[config.mk]
export PLATFORM = sky130hd
export DESIGN_NAME = uart_avl_mm_bridge
export DESIGN_NICKNAME = d
export VERILOG_FILES = /design/src/rtl/uart_bridge_pkg.sv /design/src/rtl/uart_bridge_resp_tx.sv /design/src/rtl/uart_avl_mm_bridge.sv
export SDC_FILE = /design/constraint.sdc
export NUM_CORES = 1
export LEC_CHECK = 0
export ABC_AREA = 1
export BUFFER_PORTS_ARGS = -buffer_cell sky130_fd_sc_hd__buf_2
export CAP_MARGIN = 20
export CORE_UTILIZATION = 60
export CTS_CLUSTER_SIZE = 20
export DETAILED_ROUTE_END_ITERATION = 7
export PLACE_DENSITY = 0.85
export SYNTH_ARGS = -nofsm -noshare
export SYNTH_HDL_FRONTEND = slang
export SYNTH_HIERARCHICAL = 1
export SYNTH_SLANG_ARGS = --single-unit
[constraint.sdc]
create_clock -name clk -period 5.8 [get_ports clk]
set_clock_uncertainty 0.15 [all_clocks]
set_input_delay 0.58 -clock clk [delete_from_list [all_inputs] [get_ports clk]]
set_output_delay 0.58 -clock clk [all_outputs]
set_load 0.005 [all_outputs]
[src/rtl/uart_bridge_pkg.sv]
// Shared definitions for the UART-to-Avalon-MM bridge.
//   - command codes and the error byte returned for an unknown command
//   - bridge FSM state encoding
//   - status byte bit positions and a helper that builds the status byte
package uart_bridge_pkg;

    localparam logic [7:0] CMD_WR   = 8'h57;
    localparam logic [7:0] CMD_RD   = 8'h52;
    localparam logic [7:0] ERR_BYTE = 8'hEE;

    // Status byte layout: {5'b0, bus_timeout, response[1:0]}
    localparam int unsigned STAT_RESP_LSB = 0;
    localparam int unsigned STAT_BUS_TMO  = 2;

    typedef enum logic [2:0] {
        StIdle,
        StRxAddr,
        StRxData,
        StBusWr,
        StBusRd,
        StTxStatus,
        StTxWait,
        StTxData
    } state_e;

    function automatic logic [7:0] status_byte(input logic bus_tmo, input logic [1:0] resp);
        logic [7:0] s;
        s                        = '0;
        s[STAT_RESP_LSB +: 2]    = resp;
        s[STAT_BUS_TMO]          = bus_tmo;
        return s;
    endfunction

endpackage

[src/rtl/uart_bridge_resp_tx.sv]
// Response serializer for the UART bridge.
// Loads a status byte plus 0 or 4 data bytes, then launches one byte per
// send request on data_tx / data_tx_wr (LSB first after the status byte).
// Ports:
//   clk, rst_n        clock, asynchronous active-low reset
//   load              capture load_status / load_data / load_with_data
//   send              launch the next byte (pulses data_tx_wr next cycle)
//   data_tx_ack       previous byte transmitted
//   data_tx           byte to the UART transmitter (registered)
//   data_tx_wr        one-cycle launch pulse (registered)
//   more              bytes remain to be launched
//   done              last byte acknowledged this cycle
module uart_bridge_resp_tx import uart_bridge_pkg::*; (
    input  logic        clk,
    input  logic        rst_n,
    input  logic        load,
    input  logic [7:0]  load_status,
    input  logic [31:0] load_data,
    input  logic        load_with_data,
    input  logic        send,
    input  logic        data_tx_ack,
    output logic [7:0]  data_tx,
    output logic        data_tx_wr,
    output logic        more,
    output logic        done
);

    logic [39:0] buf_q, buf_d;
    logic [2:0]  left_q, left_d;
    logic [7:0]  data_q, data_d;
    logic        wr_q, wr_d;

    always_comb begin
        buf_d  = buf_q;
        left_d = left_q;
        data_d = data_q;
        wr_d   = 1'b0;
        if (load) begin
            buf_d  = {load_data, load_status};
            left_d = load_with_data ? 3'd5 : 3'd1;
        end else if (send) begin
            data_d = buf_q[7:0];
            wr_d   = 1'b1;
            buf_d  = {8'h00, buf_q[39:8]};
            left_d = left_q - 3'd1;
        end
    end

    always_ff @(posedge clk or negedge rst_n) begin
        if (!rst_n) begin
            buf_q  <= '0;
            left_q <= '0;
            data_q <= '0;
            wr_q   <= 1'b0;
        end else begin
            buf_q  <= buf_d;
            left_q <= left_d;
            data_q <= data_d;
            wr_q   <= wr_d;
        end
    end

    assign data_tx    = data_q;
    assign data_tx_wr = wr_q;
    assign more       = (left_q != 3'd0);
    assign done       = data_tx_ack && (left_q == 3'd0);

endmodule

[src/rtl/uart_avl_mm_bridge.sv]
// UART-to-Avalon-MM bridge master.
// Parses 0x57 ADDR D0..D3 (write) and 0x52 ADDR (read) frames from the UART
// receiver, issues one 32-bit Avalon-MM transfer, then returns a status byte
// (plus 4 read-data bytes, LSB first) through the UART transmitter. Any other
// command byte is answered with 0xEE.
// Ports:
//   clk, rst_n                         clock, asynchronous active-low reset
//   data_rx/_ready/_ack                UART receive byte handshake
//   data_tx/_wr/_ack                   UART transmit byte handshake
//   avl_mm_*                           Avalon-MM initiator port
//   busy                               FSM is not idle
// Optional: define UART_BRIDGE_BUS_TIMEOUT_EN to abort transfers whose
// waitrequest stays high for BUS_TIMEOUT clocks (status bit2 set).
module uart_avl_mm_bridge import uart_bridge_pkg::*; #(
    parameter int unsigned ADDR_WIDTH  = 8,
    parameter int unsigned RX_TIMEOUT  = 100000,
    parameter int unsigned BUS_TIMEOUT = 1024
) (
    input  logic                  clk,
    input  logic                  rst_n,
    input  logic [7:0]            data_rx,
    input  logic                  data_rx_ready,
    output logic                  data_rx_ack,
    output logic [7:0]            data_tx,
    output logic                  data_tx_wr,
    input  logic                  data_tx_ack,
    output logic [ADDR_WIDTH-1:0] avl_mm_addr,
    output logic                  avl_mm_read,
    input  logic [31:0]           avl_mm_readdata,
    input  logic [1:0]            avl_mm_response,
    output logic                  avl_mm_write,
    output logic [31:0]           avl_mm_writedata,
    output logic [3:0]            avl_mm_byteenable,
    input  logic                  avl_mm_waitrequest,
    output logic                  busy
);

    if (ADDR_WIDTH != 8) begin : g_addr_chk
        $error("uart_avl_mm_bridge: ADDR_WIDTH must be 8");
    end
    if (BUS_TIMEOUT == 0) begin : g_tmo_chk
        $error("uart_avl_mm_bridge: BUS_TIMEOUT must be non-zero");
    end

    localparam int unsigned    RxTmoW    = $clog2(RX_TIMEOUT + 1);
    localparam logic [RxTmoW-1:0] RxTmoLast = RxTmoW'(RX_TIMEOUT - 1);

    state_e                  state_q, state_d;
    logic [ADDR_WIDTH-1:0]   addr_q, addr_d;
    logic [31:0]             wdata_q, wdata_d;
    logic [1:0]              cnt_q, cnt_d;
    logic                    is_rd_q, is_rd_d;
    logic [RxTmoW-1:0]       rx_tmo_q, rx_tmo_d;
    logic                    bus_expired;

    logic        load, load_with_data, tx_send, tx_more, tx_done;
    logic [7:0]  load_status;
    logic [31:0] load_data;

`ifdef UART_BRIDGE_BUS_TIMEOUT_EN
    localparam int unsigned        BusTmoW    = $clog2(BUS_TIMEOUT + 1);
    localparam logic [BusTmoW-1:0] BusTmoLast = BusTmoW'(BUS_TIMEOUT - 1);
    logic [BusTmoW-1:0] bus_tmo_q;

    always_ff @(posedge clk or negedge rst_n) begin
        if (!rst_n) begin
            bus_tmo_q <= '0;
        end else if ((state_q == StBusWr) || (state_q == StBusRd)) begin
            bus_tmo_q <= bus_tmo_q + 1'b1;
        end else begin
            bus_tmo_q <= '0;
        end
    end

    assign bus_expired = (bus_tmo_q == BusTmoLast);
`else
    assign bus_expired = 1'b0;
`endif

    assign data_rx_ack = data_rx_ready &&
                         ((state_q == StIdle) || (state_q == StRxAddr) || (state_q == StRxData));

    always_comb begin
        state_d        = state_q;
        addr_d         = addr_q;
        wdata_d        = wdata_q;
        cnt_d          = cnt_q;
        is_rd_d        = is_rd_q;
        rx_tmo_d       = '0;
        load           = 1'b0;
        load_status    = '0;
        load_data      = '0;
        load_with_data = 1'b0;
        tx_send        = 1'b0;

        if ((state_q == StRxAddr) || (state_q == StRxData)) begin
            rx_tmo_d = data_rx_ack ? '0 : rx_tmo_q + 1'b1;
        end

        unique case (state_q)
            StIdle: begin
                cnt_d = '0;
                if (data_rx_ready) begin
                    if (data_rx == CMD_WR) begin
                        is_rd_d = 1'b0;
                        state_d = StRxAddr;
                    end else if (data_rx == CMD_RD) begin
                        is_rd_d = 1'b1;
                        state_d = StRxAddr;
                    end else begin
                        load        = 1'b1;
                        load_status = ERR_BYTE;
                        state_d     = StTxStatus;
                    end
                end
            end
            StRxAddr: begin
                // An arriving byte takes priority over the idle limit.
                if (data_rx_ready) begin
                    addr_d  = data_rx[ADDR_WIDTH-1:0];
                    state_d = is_rd_q ? StBusRd : StRxData;
                end else if (rx_tmo_q == RxTmoLast) begin
                    state_d = StIdle;
                end
            end
            StRxData: begin
                if (data_rx_ready) begin
                    wdata_d[{cnt_q, 3'b000} +: 8] = data_rx;
                    cnt_d = cnt_q + 2'd1;
                    if (cnt_q == 2'd3) begin
                        state_d = StBusWr;
                    end
                end else if (rx_tmo_q == RxTmoLast) begin
                    state_d = StIdle;
                end
            end
            StBusWr, StBusRd: begin
                if (!avl_mm_waitrequest) begin
                    load           = 1'b1;
                    load_status    = status_byte(1'b0, avl_mm_response);
                    load_data      = avl_mm_readdata;
                    load_with_data = (state_q == StBusRd);
                    state_d        = StTxStatus;
                end else if (bus_expired) begin
                    load           = 1'b1;
                    load_status    = status_byte(1'b1, 2'b00);
                    load_with_data = (state_q == StBusRd);
                    state_d        = StTxStatus;
                end
            end
            StTxStatus: begin
                tx_send = 1'b1;
                state_d = StTxWait;
            end
            StTxWait: begin
                if (tx_done) begin
                    state_d = StIdle;
                end else if (data_tx_ack && tx_more) begin
                    state_d = StTxData;
                end
            end
            StTxData: begin
                tx_send = 1'b1;
                state_d = StTxWait;
            end
            default: state_d = StIdle;
        endcase
    end

    always_ff @(posedge clk or negedge rst_n) begin
        if (!rst_n) begin
            state_q  <= StIdle;
            addr_q   <= '0;
            wdata_q  <= '0;
            cnt_q    <= '0;
            is_rd_q  <= 1'b0;
            rx_tmo_q <= '0;
        end else begin
            state_q  <= state_d;
            addr_q   <= addr_d;
            wdata_q  <= wdata_d;
            cnt_q    <= cnt_d;
            is_rd_q  <= is_rd_d;
            rx_tmo_q <= rx_tmo_d;
        end
    end

    uart_bridge_resp_tx u_resp_tx (
        .clk            (clk),
        .rst_n          (rst_n),
        .load           (load),
        .load_status    (load_status),
        .load_data      (load_data),
        .load_with_data (load_with_data),
        .send           (tx_send),
        .data_tx_ack    (data_tx_ack),
        .data_tx        (data_tx),
        .data_tx_wr     (data_tx_wr),
        .more           (tx_more),
        .done           (tx_done)
    );

    // Strobes decode straight from the state register so reset drops them at once.
    assign avl_mm_read       = (state_q == StBusRd);
    assign avl_mm_write      = (state_q == StBusWr);
    assign avl_mm_byteenable = (avl_mm_read || avl_mm_write) ? 4'hF : 4'h0;
    assign avl_mm_addr       = addr_q;
    assign avl_mm_writedata  = wdata_q;
    assign busy              = (state_q != StIdle);

endmodule

# Word-level counts from Yosys, hierarchy flattened
# Cells that the tools add are included.
word_totals:
  ff_bits: 115
  inputBits: 47
  wordCells: 97
op_classes:
  addsub: 4
  shifts: 2
  eq_ne: 16
  reduce_logical: 22
  n_mux: 42
  n_bitwise: 1
ops:
  columns: ["cell", "n"]
  rows:
  - ["$mux 40", 2]
  - ["$mux 32", 2]
  - ["$mux 3", 14]
  - ["$mux 17", 2]
  - ["$bwmux 32", 1]
  - ["$shift 8x7->32 const A", 1]
  - ["$shiftx 8x7->32", 1]
  - ["$mux 8", 3]
  - ["$pmux 3 s6", 1]
  - ["$add 17x1->17 const B", 1]
  - ["$eq 17x17->1 const B", 1]
  - ["$eq 8x7->1 const B", 2]
  - ["$pmux 8 s2", 1]
  - ["$eq 3x3->1 const B", 4]
  - ["$mux 1", 11]
  - ["$reduce_and 2->1", 4]
  - ["$neg 5->7", 1]
  - ["$eq 3x2->1 const B", 2]
  - ["$logic_not 3->1", 2]
  - ["$ne 2x2->1 const B", 3]
  - ["$reduce_bool 2->1", 3]
  - ["$reduce_bool 3->1", 2]
  - ["$logic_or 1x1->1", 4]
  - ["$mux 2", 2]
  - ["14 further kinds", 17]

# Depth between registers and ports, before layout
logic_depth:
  ltp_word: 7
  mapped_depth: 13
  depth_no_buf: 11

# Modules after synthesis
# Netlist, hierarchy kept.
modules_own_cells:
  columns: ["mod", "n_inst", "cells_per_inst", "area_per_inst_um2", "seq_area_each_um2"]
  rows:
  - ["uart_avl_mm_bridge", 1, 472, 3482.1, 1576.5]
  - ["uart_bridge_resp_tx", 1, 267, 2270.9, 1301.2]

# Worst setup path before layout
# OpenSTA, ideal clock, no wires.
synth_timing:
  path_type: "flip-flop to flip-flop"
  from: "register cnt_q[0]"
  to: "register wdata_q[16] (netlist: avl_mm_writedata[16])"
  n_path_buf: 3
  setup_slack_ns: 3.481
  path_stages_with_launch: 10
  arrival_ns: 2.104
  cell_sequence: "dfrtp_1 clkbuf_1 buf_1 inv_1 ha_1 clkbuf_1 nand2_1 nor2_1 nand3_1 nand2_1"
synth_via:
  elab_chain_cells: 3
  word_cells_on_any_way: 4
synth_rtl:
  columns: ["element", "line_no", "source"]
  rows:
  - ["start, declared", "uart_avl_mm_bridge.sv:51", "logic [1:0] cnt_q, cnt_d;"]
  - ["start signal, assigned", "uart_avl_mm_bridge.sv:182", "cnt_q <= cnt_d;"]
  - ["$neg 5->7 (*)", "uart_avl_mm_bridge.sv:128", "wdata_d[{cnt_q, 3'b000} +: 8] = data_rx;"]
  - ["$shiftx 8x7->32 / $shift 8x7->32 (equally long branches)", "uart_avl_mm_bridge.sv:128", null]
  - ["$bwmux 32 (*)", "uart_avl_mm_bridge.sv:128", null]
  - ["end signal, assigned", "uart_avl_mm_bridge.sv:181", "wdata_q <= wdata_d;"]
  - ["end, declared", "uart_avl_mm_bridge.sv:50", "logic [31:0] wdata_q, wdata_d;"]
# Mark *: on every way between the ends. The rest lies on a longest branch, timed or not.
# A chain may end at the register's enable or synchronous reset.

# Worst setup path after layout
layout_timing:
  from: "register state_q[1]"
  to: "register u_resp_tx.buf_q[18]"
layout_via:
  elab_chain_cells: 4
  word_cells_on_any_way: 12
layout_rtl:
  columns: ["element", "line_no", "source"]
  rows:
  - ["start, declared", "uart_avl_mm_bridge.sv:48", "state_e state_q, state_d;"]
  - ["start signal, assigned", "uart_avl_mm_bridge.sv:172", "state_q <= StIdle;"]
  - ["start signal, assigned", "uart_avl_mm_bridge.sv:179", "state_q <= state_d;"]
  - ["$eq 3x3->1 / $eq 3x2->1 (equally long branches)", "uart_avl_mm_bridge.sv:100", "unique case (state_q)"]
  - ["$reduce_or 2->1", "uart_avl_mm_bridge.sv:100", null]
  - ["$pmux 1 s2 (*)", "uart_avl_mm_bridge.sv:100", null]
  - ["net load", "uart_avl_mm_bridge.sv:56", "logic load, load_with_data, tx_send, tx_more, tx_done;"]
  - ["$mux 40 / $reduce_bool 2->1 (equally long branches)", null, null]
  - ["end signal, assigned", "uart_bridge_resp_tx.sv:56", "buf_q <= buf_d;"]
  - ["end, declared", "uart_bridge_resp_tx.sv:28", "logic [39:0] buf_q, buf_d;"]
# Mark *: on every way through the listed nets, which the timed path passes. The rest lies on a longest branch.

==> metrics.md <==
| Metric | Value |
|---|---|
| Placed Cells | `938` |
| Post-synthesis compound-gate area fraction | `0.0631` |
| Period utilisation layout | `0.503` |
| Final Max Slew Viols | `0` |
| Reg area | `0.00288 mm2` |
| DRC viols | `0` |
| Ys Warns | `6` |
| Setup WS pre-CTS | `2.58 ns` |
| HP Class | `primary input to flop` |
| Seq/Total Area, Yosys | `0.500` |
| Total CTS buffers | `17` |
| CP max stage delay | `0.51 ns` |
| Remaining Overflow, GRT | `0` |
| Nets@finish | `886` |
| CP bufs+invs | `5` |
| Slowest cell on the critical path | `inv_2` |
| Drt pass-1 iters | `5` |
| Starting Density | `0.620` |
| Seq cells post-synth | `115` |
| Vias per cell | `5.43` |
| Hold endpoint | `avl_mm_writedata[7]$_DFFE_PN0P_` |
| Die ar. | `0.00998 mm2` |
| Worst vdd ir | `0.000285 V` |
| Tightest Pin Transition | `0.964 ns` |
| Syn_nets | `795` |
| RSZ-0062 raised after global routing | `no` |
| Commonest cells after routing, fill and taps aside | `nand2_1 (269), dfrtp_1 (115), buf_2 (102)` |
| Fin. Hold Viols | `0` |
| Skew-Pair Late Insertion Delay | `0.52 ns` |
| Root Buffer | `clkbuf_8` |
| Gate Count Post-Synth | `739` |
| Max-cap violations | `0` |
| Final wirelength | `13.7 mm` |
| GP Congestion | `0.837` |
| Main combinational cell family by area after synthesis | `simple AND/OR/NAND/NOR gates` |
| R2R setup slack | `2.88 ns` |
| Crit path max fanout | `42` |
| CTS Buffer Depth | `2` |
| CTS tree | `built` |
| Worst flop-to-flop path startpoint | `state_q[1]$_DFFE_PN0P_` |
| Setup repair bufs after CTS | `0` |
| Pleak | `0.00370 uW` |
| Commonest non-fill, non-tap cell in the layout | `nand2_1` |
| Total GRT Usage | `0.289` |
| Design area | `0.00682 mm2` |
| Placed cell areas | `0.00624 mm2` |
| CP top delay family | `buffers and inverters` |
| Max Clk Rate | `342 MHz` |
| First-pass GRT wire length | `22.6 mm` |
| Area added between synthesis and finish | `18.6%` |
| Std-Cell Rows | `35` |
| Mapped cell area | `0.00575 mm2` |
| Share of cells above drive strength 1 | `0.197` |
| Setup crit start kind | `flop` |
| Routed Antenna Nets | `0` |
| Slew headroom | `0.358` |
| Critical path class | `flop to flop` |
| Hold Crit Depth | `3` |
| Dpl hpwl | `8.65 mm` |
| Vias | `5277` |
| Vias in the first global route | `4913` |
| Simple-gate share of the synthesized area | `0.335` |
| FF-to-FF path depth | `11` |
| H-tree depth | `4` |
| Total power | `3310 uW` |
| Fin Setup TNS | `0 ns` |
| Fin crit period | `2.92 ns` |
| WP data required | `6.10 ns` |
| Drt wl/cell | `14.1 um` |
| Port-buffer cells | `103` |
| Worst reg2reg path endpoint | `u_resp_tx/buf_q[18]$_DFFE_PN0P_` |
| Pwr/cell area | `485 mW/mm2` |
| Area of the multi-input gates | `0.00247 mm2` |
| Area of the core | `0.00928 mm2` |
| Crit path capture type | `flop` |
| Sink Count | `115` |
| Reg clk slew, reported paths | `0.06 ns` |
| Initial antenna violation count | `0` |
| Synth cell types | `35` |
| DIE HEIGHT | `99.9 um` |
| Largest net degree at the start of global routing | `79` |
| Finished Layout Cells | `971` |
| WP data arrival | `3.22 ns` |
| Mean Syn Cell Area | `7.78 um2` |
| Outcome | `finished clean` |
| Synth Area in Adders | `0.0196` |
| Min-delay src | `data_rx[7]` |
| Multiplexer area fraction after synthesis | `0.00783` |
| Setup slack after layout | `2.88 ns` |
| FILL cells | `701` |
| Chip Width | `99.9 um` |
| Top-Level Pins | `104` |
| CP Cell Sequence | `inv_2 > nand3_1 > nand2_2 > inv_2 > o22ai_4 > buf_12 > inv_1 > nand2_2 > inv_4 > nand2_1 > nand3_1` |
| Setup violators final | `0` |
| Initial DRC count | `424` |
| N_diodes | `0` |
| XOR/XNOR Fraction of Synth Area | `0.00152` |
-- worst max path at each step --
| stage | from | to | slack, ns | cells after the start |
|---|---|---|---|---|
| after global placement | state_q[0]$_DFFE_PN0P_ | u_resp_tx/buf_q[14]$_DFFE_PN0P_ | 2.67 | 10 |
| after detailed placement | state_q[0]$_DFFE_PN0P_ | u_resp_tx/buf_q[5]$_DFFE_PN0P_ | 2.58 | 10 |
| after global routing | state_q[0]$_DFFE_PN0P_ | u_resp_tx/buf_q[22]$_DFFE_PN0P_ | 2.65 | 11 |
| final | state_q[1]$_DFFE_PN0P_ | u_resp_tx/buf_q[18]$_DFFE_PN0P_ | 2.88 | 11 |
| after CTS | state_q[0]$_DFFE_PN0P_ | u_resp_tx/buf_q[22]$_DFFE_PN0P_ | 2.50 | 10 |
| after floorplan | cnt_q[0]$_DFFE_PN0P_ | avl_mm_writedata[16]$_DFFE_PN0P_ | 3.48 | 9 |
-- flip-flops by register name, summed over array words and instances (netlist names) --
register	flops
is_rd_q	1
u_resp_tx/data_tx_wr	1
rx_tmo_q	17
u_resp_tx/left_q	3
u_resp_tx/data_tx	8
cnt_q	2
avl_mm_addr	8
avl_mm_writedata	32
u_resp_tx/buf_q	40
state_q	3
-- cell usage after synthesis, drive strengths merged --
cell type    n  area, um2
nand2      281       1080
dfrtp      115       2880
nor2        80        349
nand3       63        320
o21ai       54        270
inv         52        198
buf         23        174
nand4       16        100
clkbuf      11       41.3
a21oi       10       50.1
ha           9        113
nor3         9       50.1
mux2         4       45.0
o21a         3       22.5
nor3b        2       15.0
o22ai        2       12.5
clkinv       1       3.75
conb         1       3.75
o21bai       1       7.51
or2          1       6.26
xnor2        1       8.76
-- area by class of cell --
cell class / count / share of cell area
tap: 129 / 0.0237
sequential: 115 / 0.422
clock inverter: 13 / 0.0202
clock buffer: 18 / 0.0612
multi-input combinational: 537 / 0.362
inverter: 53 / 0.0295
timing repair buffer: 106 / 0.0814
-- power by group --
part / switching, uW / internal, uW
Clock: 371 / 607
Combinational: 788 / 356
Sequential: 158 / 1030
Total: 1320 / 1990
-- worst min-delay path: stages --
cell and delay, ns:
buf_2 0.10, nand3_1 0.08, nand2_1 0.06
-- per-stage QoR --
step           hold slack [ns]  utilization
4_1_cts                  0.171        0.733
3_3_place_gp             0.298        0.672
2_1_floorplan            0.134            -
6_report                 0.178        0.735
5_1_grt                  0.185        0.735
3_5_place_dp             0.311        0.672
-- metal layers --
| metal | share of wire | vias to the layer above | track usage |
|---|---|---|---|
| li1 | - | 2543 | - |
| met1 | 0.42 | 2480 | 0.371 |
| met2 | 0.49 | 219 | 0.471 |
| met3 | 0.069 | 35 | 0.0710 |
| met4 | 0.018 | 0 | 0.120 |
| met5 | 0 | - | 0 |
-- logic make-up after synthesis --
group                      Yosys count
AOI/OAI and AO/OA                   70
xor gates and xnor gates             1
adders and majority gates            9
buffers and inverters               87
DFF                                115
muxes                                4
other                                1
and+or+nand+nor                    452
-- repair_timing --
item | CTS | global route
hold endpoints to repair | 37 | 0
setup endpoints to repair | 0 | 0
resized for setup | 0 | 0
hold buffers | 1 | 0
Power figures use the tool's default switching activity.
